### src/rtl/pipe_stage_buf.sv
// rtl/pipe_stage_buf.sv - elastic pipeline-stage register with skid buffer, flush and occupancy count
module pipe_stage_buf #(
  parameter int                 WIDTH      = 200,
  parameter int                 DEPTH      = 2,
  parameter logic [WIDTH-1:0]   BUBBLE_VAL = '0
) (
  input  logic                         clk,
  input  logic                         reset,
  input  logic                         flush,
  input  logic                         in_valid,
  output logic                         in_ready,
  input  logic [WIDTH-1:0]             in_data,
  output logic                         out_valid,
  input  logic                         out_ready,
  output logic [WIDTH-1:0]             out_data,
  output logic [$clog2(DEPTH+1)-1:0]   count
);

  localparam int PW = $clog2(DEPTH);
  localparam int CW = $clog2(DEPTH+1);

  logic [WIDTH-1:0] mem [DEPTH];
  logic [PW-1:0]    rd_ptr;
  logic [PW-1:0]    wr_ptr;
  logic             push;
  logic             pop;

  // Handshake outputs depend only on registered occupancy, never on out_ready.
  assign in_ready  = (count != CW'(DEPTH));
  assign out_valid = (count != '0);
  assign out_data  = out_valid ? mem[rd_ptr] : BUBBLE_VAL;

  assign push = in_valid & in_ready;
  assign pop  = out_valid & out_ready;

  always_ff @(posedge clk or posedge reset) begin
    if (reset) begin
      rd_ptr <= '0;
      wr_ptr <= '0;
      count  <= '0;
    end else if (flush) begin
      rd_ptr <= '0;
      wr_ptr <= '0;
      count  <= '0;
    end else begin
      // DEPTH is a power of two, so pointer increments wrap naturally.
      if (push) wr_ptr <= wr_ptr + PW'(1);
      if (pop)  rd_ptr <= rd_ptr + PW'(1);
      if (push && !pop)
        count <= count + CW'(1);
      else if (pop && !push)
        count <= count - CW'(1);
    end
  end

  always_ff @(posedge clk) begin
    if (push && !flush) mem[wr_ptr] <= in_data;
  end

endmodule

### config.mk
export PLATFORM = sky130hd
export DESIGN_NAME = pipe_stage_buf
export DESIGN_NICKNAME = d
export VERILOG_FILES = /design/src/rtl/pipe_stage_buf.sv
export SDC_FILE = /design/constraint.sdc
export NUM_CORES = 1
export LEC_CHECK = 0
export CORE_MARGIN = 5
export CORE_UTILIZATION = 52
export DETAILED_ROUTE_END_ITERATION = 6
export PLACE_DENSITY = 0.85
export SYNTH_ARGS = -nofsm -noshare
export SYNTH_HDL_FRONTEND = slang
export SYNTH_SLANG_ARGS = --single-unit
### constraint.sdc
create_clock -name clk -period 24.2 [get_ports clk]
set_input_delay 7.26 -clock clk [delete_from_list [all_inputs] [get_ports clk]]
set_output_delay 7.26 -clock clk [all_outputs]
set_load 0.02 [all_outputs]
==> results of run 1 <==
[worst max-delay path, stage by stage, from the launching register on]
cell and delay [ns]:
dfrtp_4 0.87, buf_4 0.80, buf_4 0.80, mux2i_1 0.20, nor2_1 0.14, clkdlybuf4s50_1 0.65
[logic make-up after synthesis]
kind of cell           share of synthesized area, %
AO/OA/AOI/OAI                                0.2917
AND/OR/NAND/NOR                               5.250
buffers and inverters                         2.941
flip-flops                                    78.43
XOR/XNOR                                    0.05673
multiplexers                                  13.03
[metal layers]
| layer | up-vias | wire length, um |
|---|---|---|
| met5 | - | 7 |
| met4 | 2 | 873 |
| met3 | 64 | 4152 |
| met2 | 419 | 18800 |
| met1 | 4366 | 13310 |
| li1 | 4079 | - |
[worst paths after layout]
check	to	from	slack, ns
max	out_data[48]	rd_ptr	12.87
min	wr_ptr	wr_ptr	0.60
max reg2reg	mem[0][106]	count[1]	21.17
min reg2reg	wr_ptr	wr_ptr	0.60
max in group asynchronous	rd_ptr	reset	17.10
min in group asynchronous	rd_ptr	reset	6.94
[cell usage after synthesis (all sizes together)]
master	n	area [um2]
or3	1	6.260
o211ai	1	7.510
xor2	1	8.760
a21o	1	7.510
nor2	202	758.2
nand2	1	3.750
clkbuf	1	3.750
mux2i	201	2012
buf	44	435.4
nor2b	1	8.760
dfrtp	4	100.1
or2	1	6.260
nor3	1	5.000
o21ai	2	10.01
inv	4	15.01
a21oi	4	20.02
nor3b	2	15.01
nand3b	1	7.510
edfxtp	400	12010
[power groups by stage]
stage,Sequential [mW],Clock [mW],Combinational (mW)
2_1_floorplan,0.830,0,0.117
3_3_place_gp,0.821,0,0.214
3_5_place_dp,0.823,0,0.219
4_1_cts,0.808,0.580,0.221
5_1_grt,0.810,0.612,0.231
6_report,0.808,0.570,0.219
[layout make-up]
cell class              instances  area [um2]
clock buffers                  48        1052
clock inverters                17       131.4
fillers                      1802        8613
inverters                       4       15.01
multi-input cells             420        2894
flip-flops and latches        404       12120
well taps                     390       488.0
repair buffers                418        4172
[through the flow]
stage	hold slack, ns	power, mW
2_1_floorplan	0.5295	0.9472
3_3_place_gp	0.5649	1.035
3_5_place_dp	0.5894	1.042
4_1_cts	0.5978	1.609
5_1_grt	0.6484	1.653
6_report	0.6013	1.597
[state kept, by name, indices dropped and copies added (netlist names)]
name and cells:
wr_ptr 1, mem 400, count 2, rd_ptr 1
==> impl_metrics.env, run 1 <==
export IMPL_status="finished clean"
export IMPL_dr_pass1_iters=4
export IMPL_final_setup_tns_ns=0
export IMPL_rows=63
export IMPL_hold_buffers=0
export IMPL_finalHoldViolCount=0
export IMPL_drv_cap=0
export IMPL_use_met3_pct=8.451
export IMPL_ys_seq_area_share_pct=78.43
export IMPL_fin_nets=1493
export IMPL_post_cts_setup_buffer_count=0
export IMPL_postSynthAreaPerCell_um2=17.69
export IMPL_p_comb_share_pct=13.7
export IMPL_hold_path_class="flip-flop to flip-flop"
export IMPL_final_cells=1701
export IMPL_use_met1_pct=24.31
export IMPL_ys_ff_latch=404
export IMPL_syn_area_um2=15440
export IMPL_ant_nets=0
export IMPL_dieArea_um2=33240
export IMPL_grt_busiest_layer="met2"
export IMPL_p_int_mw=1.231
export IMPL_drive_gt1_share_pct=5.187
export IMPL_syn_nets=1078
export IMPL_utilization_pct=70.78
export IMPL_layout_commonest_cell="clkdlybuf4s50_1"
export IMPL_clk_path_buf_depth=3
export IMPL_finalCritPeriodShare_pct=46.83
export IMPL_diodes=0
export IMPL_pre_cts_ws_ns=13.31
export IMPL_root_buffer="clkbuf_16"
export IMPL_wl_per_cell_um=21.84
export IMPL_switching_share_pct=22.91
export IMPL_hpwl_um=24430
export IMPL_initialDrtViolationCount=708
export IMPL_ys_types=22
export IMPL_ir_drop_uv=69.69
export IMPL_min_path_cells=2
export IMPL_fin_area_um2=20870
export IMPL_area_growth_pct=35.13
export IMPL_vias_per_cell=5.250
export IMPL_cts_resized_gates=0
export IMPL_first_global_vias=9501
export IMPL_tightest_slew_ns=1.314
export IMPL_dp_cells=1636
export IMPL_cts_tree="built"
export IMPL_num_vias=8930
export IMPL_cts_sinks=404
export IMPL_yosysWarningCount=0
export IMPL_start_kind="flip-flop"
export IMPL_core_region_area_um2=29480
export IMPL_io_buffers=408
export IMPL_grt_overflow=0
export IMPL_final_cell_mix="408 x clkdlybuf4s50_1, 400 x edfxtp_1, 201 x nor2_1, 201 x mux2i_1, 41 x clkbuf_16"
export IMPL_rsz0062_at_grt="false"
export IMPL_finClkSkew_ns=0.01083
export IMPL_synth_cells=873
export IMPL_antenna_found_initial=1
export IMPL_die_w_um=182.3
export IMPL_cts_made_buffers=40
export IMPL_cts_clk_slew_worst_paths_ns=0.06
export IMPL_io_pins=409
export IMPL_worst_ep_arrival_time_ns=4.07
export IMPL_reg2regPathDepth=6
export IMPL_leakage_nw=6.829
export IMPL_path_max_fanout=52
export IMPL_fmax_mhz=88.24
export IMPL_grt_use_total_pct=21.44
export IMPL_drc=0
export IMPL_grt_max_degree=185
export IMPL_clkPwrFrac_pct=35.7
export IMPL_met2_usage_pct=38.00
export IMPL_slew_headroom_pct=12.42
export IMPL_cts_max_level=2
export IMPL_start_util_pct=52.38
export IMPL_end_kind="primary output"
export IMPL_p_per_area_nw_per_um2=76.53
export IMPL_drt_total_wl_um=37150
export IMPL_post_route_min_period_ns=11.33
export IMPL_finalMaxSlewViolations=0
export IMPL_path_class="flip-flop to primary output"
export IMPL_p_switching_mw=0.3659
export IMPL_insertion_delay_ns=0.51
export IMPL_setup_ws_ns=12.87
export IMPL_crit_required_ns=16.94
export IMPL_seqPwrFrac_pct=50.6
export IMPL_setup_violations=0
export IMPL_die_y_um=182.3
export IMPL_gp_congestion=0.8139
export IMPL_place_area_um2=19680
export IMPL_grt_pass1_wl_um=54490
Note: power is estimated with default switching activity, not from simulation.
==> inputs of run 2 (changes only) <==
- CORE_UTILIZATION: 52 -> 49
- PLACE_DENSITY: 0.85 -> 0.81
- clock period: 24.2 -> 10.6 ns (I/O delays scaled with it)
==> run 2 against run 1 <==
Effect of this change: flip-flop and latch count is the same; utilization shrank 3.9 points; hold slack gained 0.036 ns; sequential power grew 130%; non-clock buffer count grew 1; critical path depth shrank 1; final cell count grew 1.3%; clock-buffer cell count grew 4; final area grew 0.31%; setup slack lost 8.9 ns; sequential share of layout area shrank 0.18 points; register-to-register slack lost 14 ns; largest cell class unchanged; highest routed layer unchanged.
==> impl_metrics.env, run 2 (synthesis gave the netlist of run 1 again) <==
export IMPL_grt_pass1_wl_um=54740
export IMPL_dr_pass1_iters=4
export IMPL_clkPwrFrac_pct=35.9
export IMPL_gp_congestion=0.7703
export IMPL_ir_drop_uv=142.1
export IMPL_core_region_area_um2=31310
export IMPL_critPathLaunch="rd_ptr"
export IMPL_first_global_vias=9342
export IMPL_slew_headroom_pct=24.24
export IMPL_top_register="mem"
export IMPL_io_buffers=408
export IMPL_io_pins=409
export IMPL_grt_max_degree=103
export IMPL_crit_required_ns=7.42
export IMPL_num_vias=8855
export IMPL_drt_total_wl_um=36590
export IMPL_final_setup_tns_ns=0
export IMPL_seq_area_um2=12120
export IMPL_final_cell_mix="408 x clkdlybuf4s50_1, 400 x edfxtp_1, 201 x nor2_1, 201 x mux2i_1, 41 x clkbuf_16"
export IMPL_fmax_mhz=150.5
export IMPL_multi_input_area_um2=2907
export IMPL_reg2regPathDepth=6
export IMPL_start_kind="flip-flop"
export IMPL_grt_use_total_pct=19.88
export IMPL_slowest_stage="dfrtp_4"
export IMPL_rows=65
export IMPL_setup_violations=0
export IMPL_p_switching_mw=0.8389
export IMPL_p_int_mw=2.818
export IMPL_dieArea_um2=35170
export IMPL_finalMaxSlewViolations=0
export IMPL_cts_sinks=404
export IMPL_crit_chain="buf_4 -> mux2i_1 -> nor2_1 -> clkdlybuf4s50_1"
export IMPL_critPathMaxStageDelay_ns=0.92
export IMPL_path_max_fanout=58
export IMPL_root_buffer="clkbuf_16"
export IMPL_p_per_area_nw_per_um2=174.7
export IMPL_drive_gt1_share_pct=5.311
export IMPL_ant_nets=0
export IMPL_drc=0
export IMPL_path_class="flip-flop to primary output"
export IMPL_cp_top_family="buffers and inverters"
export IMPL_fill_cells=2072
export IMPL_drv_cap=0
export IMPL_end_kind="primary output"
export IMPL_reg2reg_setup_slack_ns=7.13
export IMPL_die_y_um=187.5
export IMPL_leakage_nw=6.848
export IMPL_cts_clk_slew_worst_paths_ns=0.06
export IMPL_finClkSkew_ns=0.006245
export IMPL_wl_per_cell_um=21.24
export IMPL_die_w_um=187.5
export IMPL_path_depth=4
export IMPL_endpoint="out_data[18]"
export IMPL_rsz0062_at_grt="false"
export IMPL_reg2reg_to="mem[1][52]"
export IMPL_hpwl_um=24330
export IMPL_area_growth_pct=35.55
export IMPL_seqPwrFrac_pct=50.5
export IMPL_largest_reg_flops=400
export IMPL_cts_tree="built"
export IMPL_post_route_min_period_ns=6.645
export IMPL_p_comb_share_pct=13.7
export IMPL_rr_startpoint="count[1]"
export IMPL_switching_share_pct=22.94
export IMPL_status="finished clean"
export IMPL_cts_resized_gates=0
export IMPL_reg_largest_list="mem x400, count x2"
export IMPL_hold_buffers=0
export IMPL_initialDrtViolationCount=440
export IMPL_cts_made_buffers=41
export IMPL_vias_per_cell=5.139
export IMPL_clk_path_buf_depth=3
export IMPL_antenna_found_initial=7
export IMPL_finalCritPeriodShare_pct=62.69
export IMPL_insertion_delay_ns=0.51
export IMPL_cts_max_level=2
export IMPL_post_cts_setup_buffer_count=0
export IMPL_layout_commonest_cell="clkdlybuf4s50_1"
export IMPL_fin_nets=1495
export IMPL_hold_path_class="flip-flop to flip-flop"
export IMPL_tightest_slew_ns=1.136
export IMPL_finalHoldViolCount=0
export IMPL_cp_num_buf_inv=2
export IMPL_grt_overflow=0
export IMPL_worst_ep_arrival_time_ns=3.46
export IMPL_whs_ns=0.6369
export IMPL_start_util_pct=49.32
[run 2: power by group through the flow]
stage	registers (mW)	clock network, mW	logic [mW]
final	1.84	1.31	0.500
after global routing	1.85	1.41	0.529
after CTS	1.85	1.34	0.505
after detailed placement	1.88	0	0.501
after global placement	1.87	0	0.493
after floorplan	1.88	0	0.268
[run 2: worst min-delay path by stage]
stage	slack [ns]	from	depth (start not counted)	end
global placement	0.61	wr_ptr	2	wr_ptr
global route	0.69	wr_ptr	2	wr_ptr
CTS	0.64	wr_ptr	2	wr_ptr
floorplan	0.58	wr_ptr	2	wr_ptr
detailed placement	0.63	wr_ptr	2	wr_ptr
finish	0.64	wr_ptr	2	wr_ptr
[run 2: layout make-up]
type,instances,share of cell area [%]
Sequential cell,404,57.88
Timing Repair Buffer,419,19.97
Multi-Input combinational cell,420,13.89
Clock buffer,52,5.099
Tap cell,402,2.403
Clock inverter,19,0.6575
Inverter,4,0.07173
Antenna cell,3,0.03587
[run 2: worst min-delay path, cell delays in order, from the launching register on]
cell	delay, ns
dfrtp_1	0.43
o21ai_0	0.10
a21oi_1	0.06
[run 2: through the flow]
| step | utilization, % | setup WS (ns) | std cells | area, um2 | power, mW |
|---|---|---|---|---|---|
| after floorplan | - | 1.717 | 873 | 15460 | 2.143 |
| after global placement | 62.98 | 4.098 | 1649 | 19720 | 2.368 |
| after detailed placement | 62.98 | 4.037 | 1649 | 19720 | 2.379 |
| after CTS | 66.83 | 3.909 | 1720 | 20920 | 3.689 |
| after global routing | 66.84 | 3.836 | 1722 | 20930 | 3.784 |
| final | 66.85 | 3.955 | 1723 | 20930 | 3.656 |
[run 2: routing by layer]
layer | share of wire, % | GRT usage [%]
met3 | 11 | 8.972
met1 | 38 | 23.95
met5 | 0.16 | 0
met4 | 1.8 | 4.715
met2 | 49 | 33.11
==> inputs of run 3 (changes only) <==
- CORE_UTILIZATION: 49 -> 44
- PLACE_DENSITY: 0.81 -> 0.76
- clock period: 10.6 -> 5.5 ns (I/O delays scaled with it)
==> run 3 against run 2 <==
Effect of this change: clock power increased by 100%; highest routed layer unchanged; global-route usage down 2.1 points; first-iteration DRC count shrank 1.6%; sequential power rose by 93%; largest cell class unchanged.
==> impl_metrics.env, run 3 (synthesis gave the netlist of run 1 again) <==
export IMPL_post_route_min_period_ns=4.579
export IMPL_ant_nets=0
export IMPL_hpwl_um=24170
export IMPL_cts_sinks=404
export IMPL_status="finished clean"
export IMPL_hold_path_class="flip-flop to flip-flop"
export IMPL_reg2reg_setup_slack_ns=3.24
export IMPL_seqPwrFrac_pct=49.3
export IMPL_setup_ws_ns=0.9214
export IMPL_antenna_found_initial=6
export IMPL_setup_violations=0
export IMPL_reg2regPathDepth=5
export IMPL_die_w_um=197.3
export IMPL_whs_ns=0.6268
export IMPL_drive_gt1_share_pct=5.980
export IMPL_finalMaxSlewViolations=0
export IMPL_reg2reg_to="mem[1][159]"
export IMPL_p_switching_mw=1.622
export IMPL_final_cells=1779
export IMPL_switching_share_pct=22.52
export IMPL_dp_cells=1707
export IMPL_final_cell_mix="408 x clkdlybuf4s50_1, 400 x edfxtp_1, 201 x nor2_1, 201 x mux2i_1, 43 x clkbuf_16"
export IMPL_io_buffers=408
export IMPL_layout_commonest_cell="clkdlybuf4s50_1"
export IMPL_finalPower_mw=7.203
export IMPL_grt_max_degree=150
export IMPL_vias_per_cell=4.948
export IMPL_worst_ep_arrival_time_ns=2.93
export IMPL_rr_startpoint="count[1]"
export IMPL_start_util_pct=44.59
export IMPL_start_kind="flip-flop"
export IMPL_wl_per_cell_um=20.28
export IMPL_post_cts_setup_buffer_count=0
export IMPL_drt_total_wl_um=36080
export IMPL_finClkSkew_ns=0.01087
export IMPL_cts_made_buffers=41
export IMPL_crit_required_ns=3.85
export IMPL_hp_start="wr_ptr"
export IMPL_gp_congestion=0.8129
export IMPL_io_pins=409
export IMPL_reg_largest_list="mem x400, count x2"
export IMPL_p_comb_share_pct=13.5
export IMPL_leakage_nw=6.941
export IMPL_fin_nets=1500
export IMPL_path_max_fanout=38
export IMPL_dieArea_um2=38940
export IMPL_slew_headroom_pct=42.82
export IMPL_ir_drop_uv=272.5
export IMPL_insertion_delay_ns=0.51
export IMPL_grt_pass1_wl_um=53790
export IMPL_fmax_mhz=218.4
export IMPL_root_buffer="clkbuf_16"
export IMPL_utilization_pct=61.28
export IMPL_grt_overflow=0
export IMPL_cts_tree="built"
export IMPL_rsz0062_at_grt="false"
export IMPL_num_vias=8802
export IMPL_area_growth_pct=37.41
export IMPL_core_region_area_um2=34630
export IMPL_cts_max_level=2
export IMPL_cts_clk_slew_worst_paths_ns=0.05
export IMPL_p_per_area_nw_per_um2=339.5
export IMPL_top_register="mem"
export IMPL_rows=68
export IMPL_dr_pass1_iters=4
export IMPL_end_kind="primary output"
export IMPL_clk_path_buf_depth=3
export IMPL_p_int_mw=5.581
export IMPL_hold_path_end="wr_ptr"
export IMPL_drc=0
export IMPL_first_global_vias=9419
export IMPL_path_class="flip-flop to primary output"
export IMPL_die_y_um=197.3
export IMPL_finalHoldViolCount=0
export IMPL_finalCritPeriodShare_pct=83.25
export IMPL_hold_buffers=0
export IMPL_clkPwrFrac_pct=37.1
export IMPL_grt_use_total_pct=17.77
export IMPL_largest_reg_flops=400
export IMPL_tightest_slew_ns=0.8577
export IMPL_drv_cap=0
export IMPL_initialDrtViolationCount=433
export IMPL_cts_resized_gates=0
export IMPL_pre_cts_ws_ns=1.428
export IMPL_min_path_cells=2
## run 3: metal layers
| metal | part of all wire [%] | routed length (um) | track usage (%) | up-vias |
|---|---|---|---|---|
| li1 | - | - | - | 4105 |
| met5 | 0.036 | 13 | 0 | - |
| met2 | 48 | 17390 | 29.67 | 379 |
| met4 | 2.5 | 914 | 5.470 | 2 |
| met3 | 11 | 3848 | 6.208 | 65 |
| met1 | 39 | 13920 | 21.97 | 4251 |
## run 3: critical path, stage by stage (launching register included)
cell and delay, ns:
dfrtp_4 0.90, buf_4 0.55, mux2i_1 0.32, nor2_1 0.06, clkdlybuf4s50_1 0.56
## run 3: worst max path at each step
stage	from	end	cells past startpoint	slack, ns
final	rd_ptr	out_data[71]	4	0.92
after CTS	rd_ptr	out_data[71]	4	0.84
after floorplan	in_valid	mem[1][0]	2	-1.68
after global routing	rd_ptr	out_data[11]	4	0.79
after detailed placement	rd_ptr	out_data[43]	4	1.43
after global placement	rd_ptr	out_data[64]	4	1.47
## run 3: power groups by stage
stage | clock network, mW | registers, mW | logic, mW
after global placement | 0 | 3.61 | 0.968
after global routing | 2.89 | 3.56 | 1.04
after CTS | 2.75 | 3.56 | 0.989
final | 2.67 | 3.55 | 0.975
after floorplan | 0 | 3.61 | 0.517
after detailed placement | 0 | 3.62 | 0.980
## run 3: layout make-up
type                            instances  area, um2
Tap cell                              455      569.3
Clock buffer                           48       1095
Timing Repair Buffer                  424       4292
Antenna cell                            3      7.507
Multi-Input combinational cell        420       2923
Inverter                                4      15.01
Sequential cell                       404      12120
Fill cell                            2473      13410
Clock inverter                         21      202.7
## run 3: through the flow
| stage | area (um2) | TNS [ns] |
|---|---|---|
| 2_1_floorplan | 15480 | -607.81 |
| 3_3_place_gp | 19910 | 0 |
| 3_5_place_dp | 19910 | 0 |
| 4_1_cts | 21210 | 0 |
| 5_1_grt | 21220 | 0 |
| 6_report | 21220 | 0 |
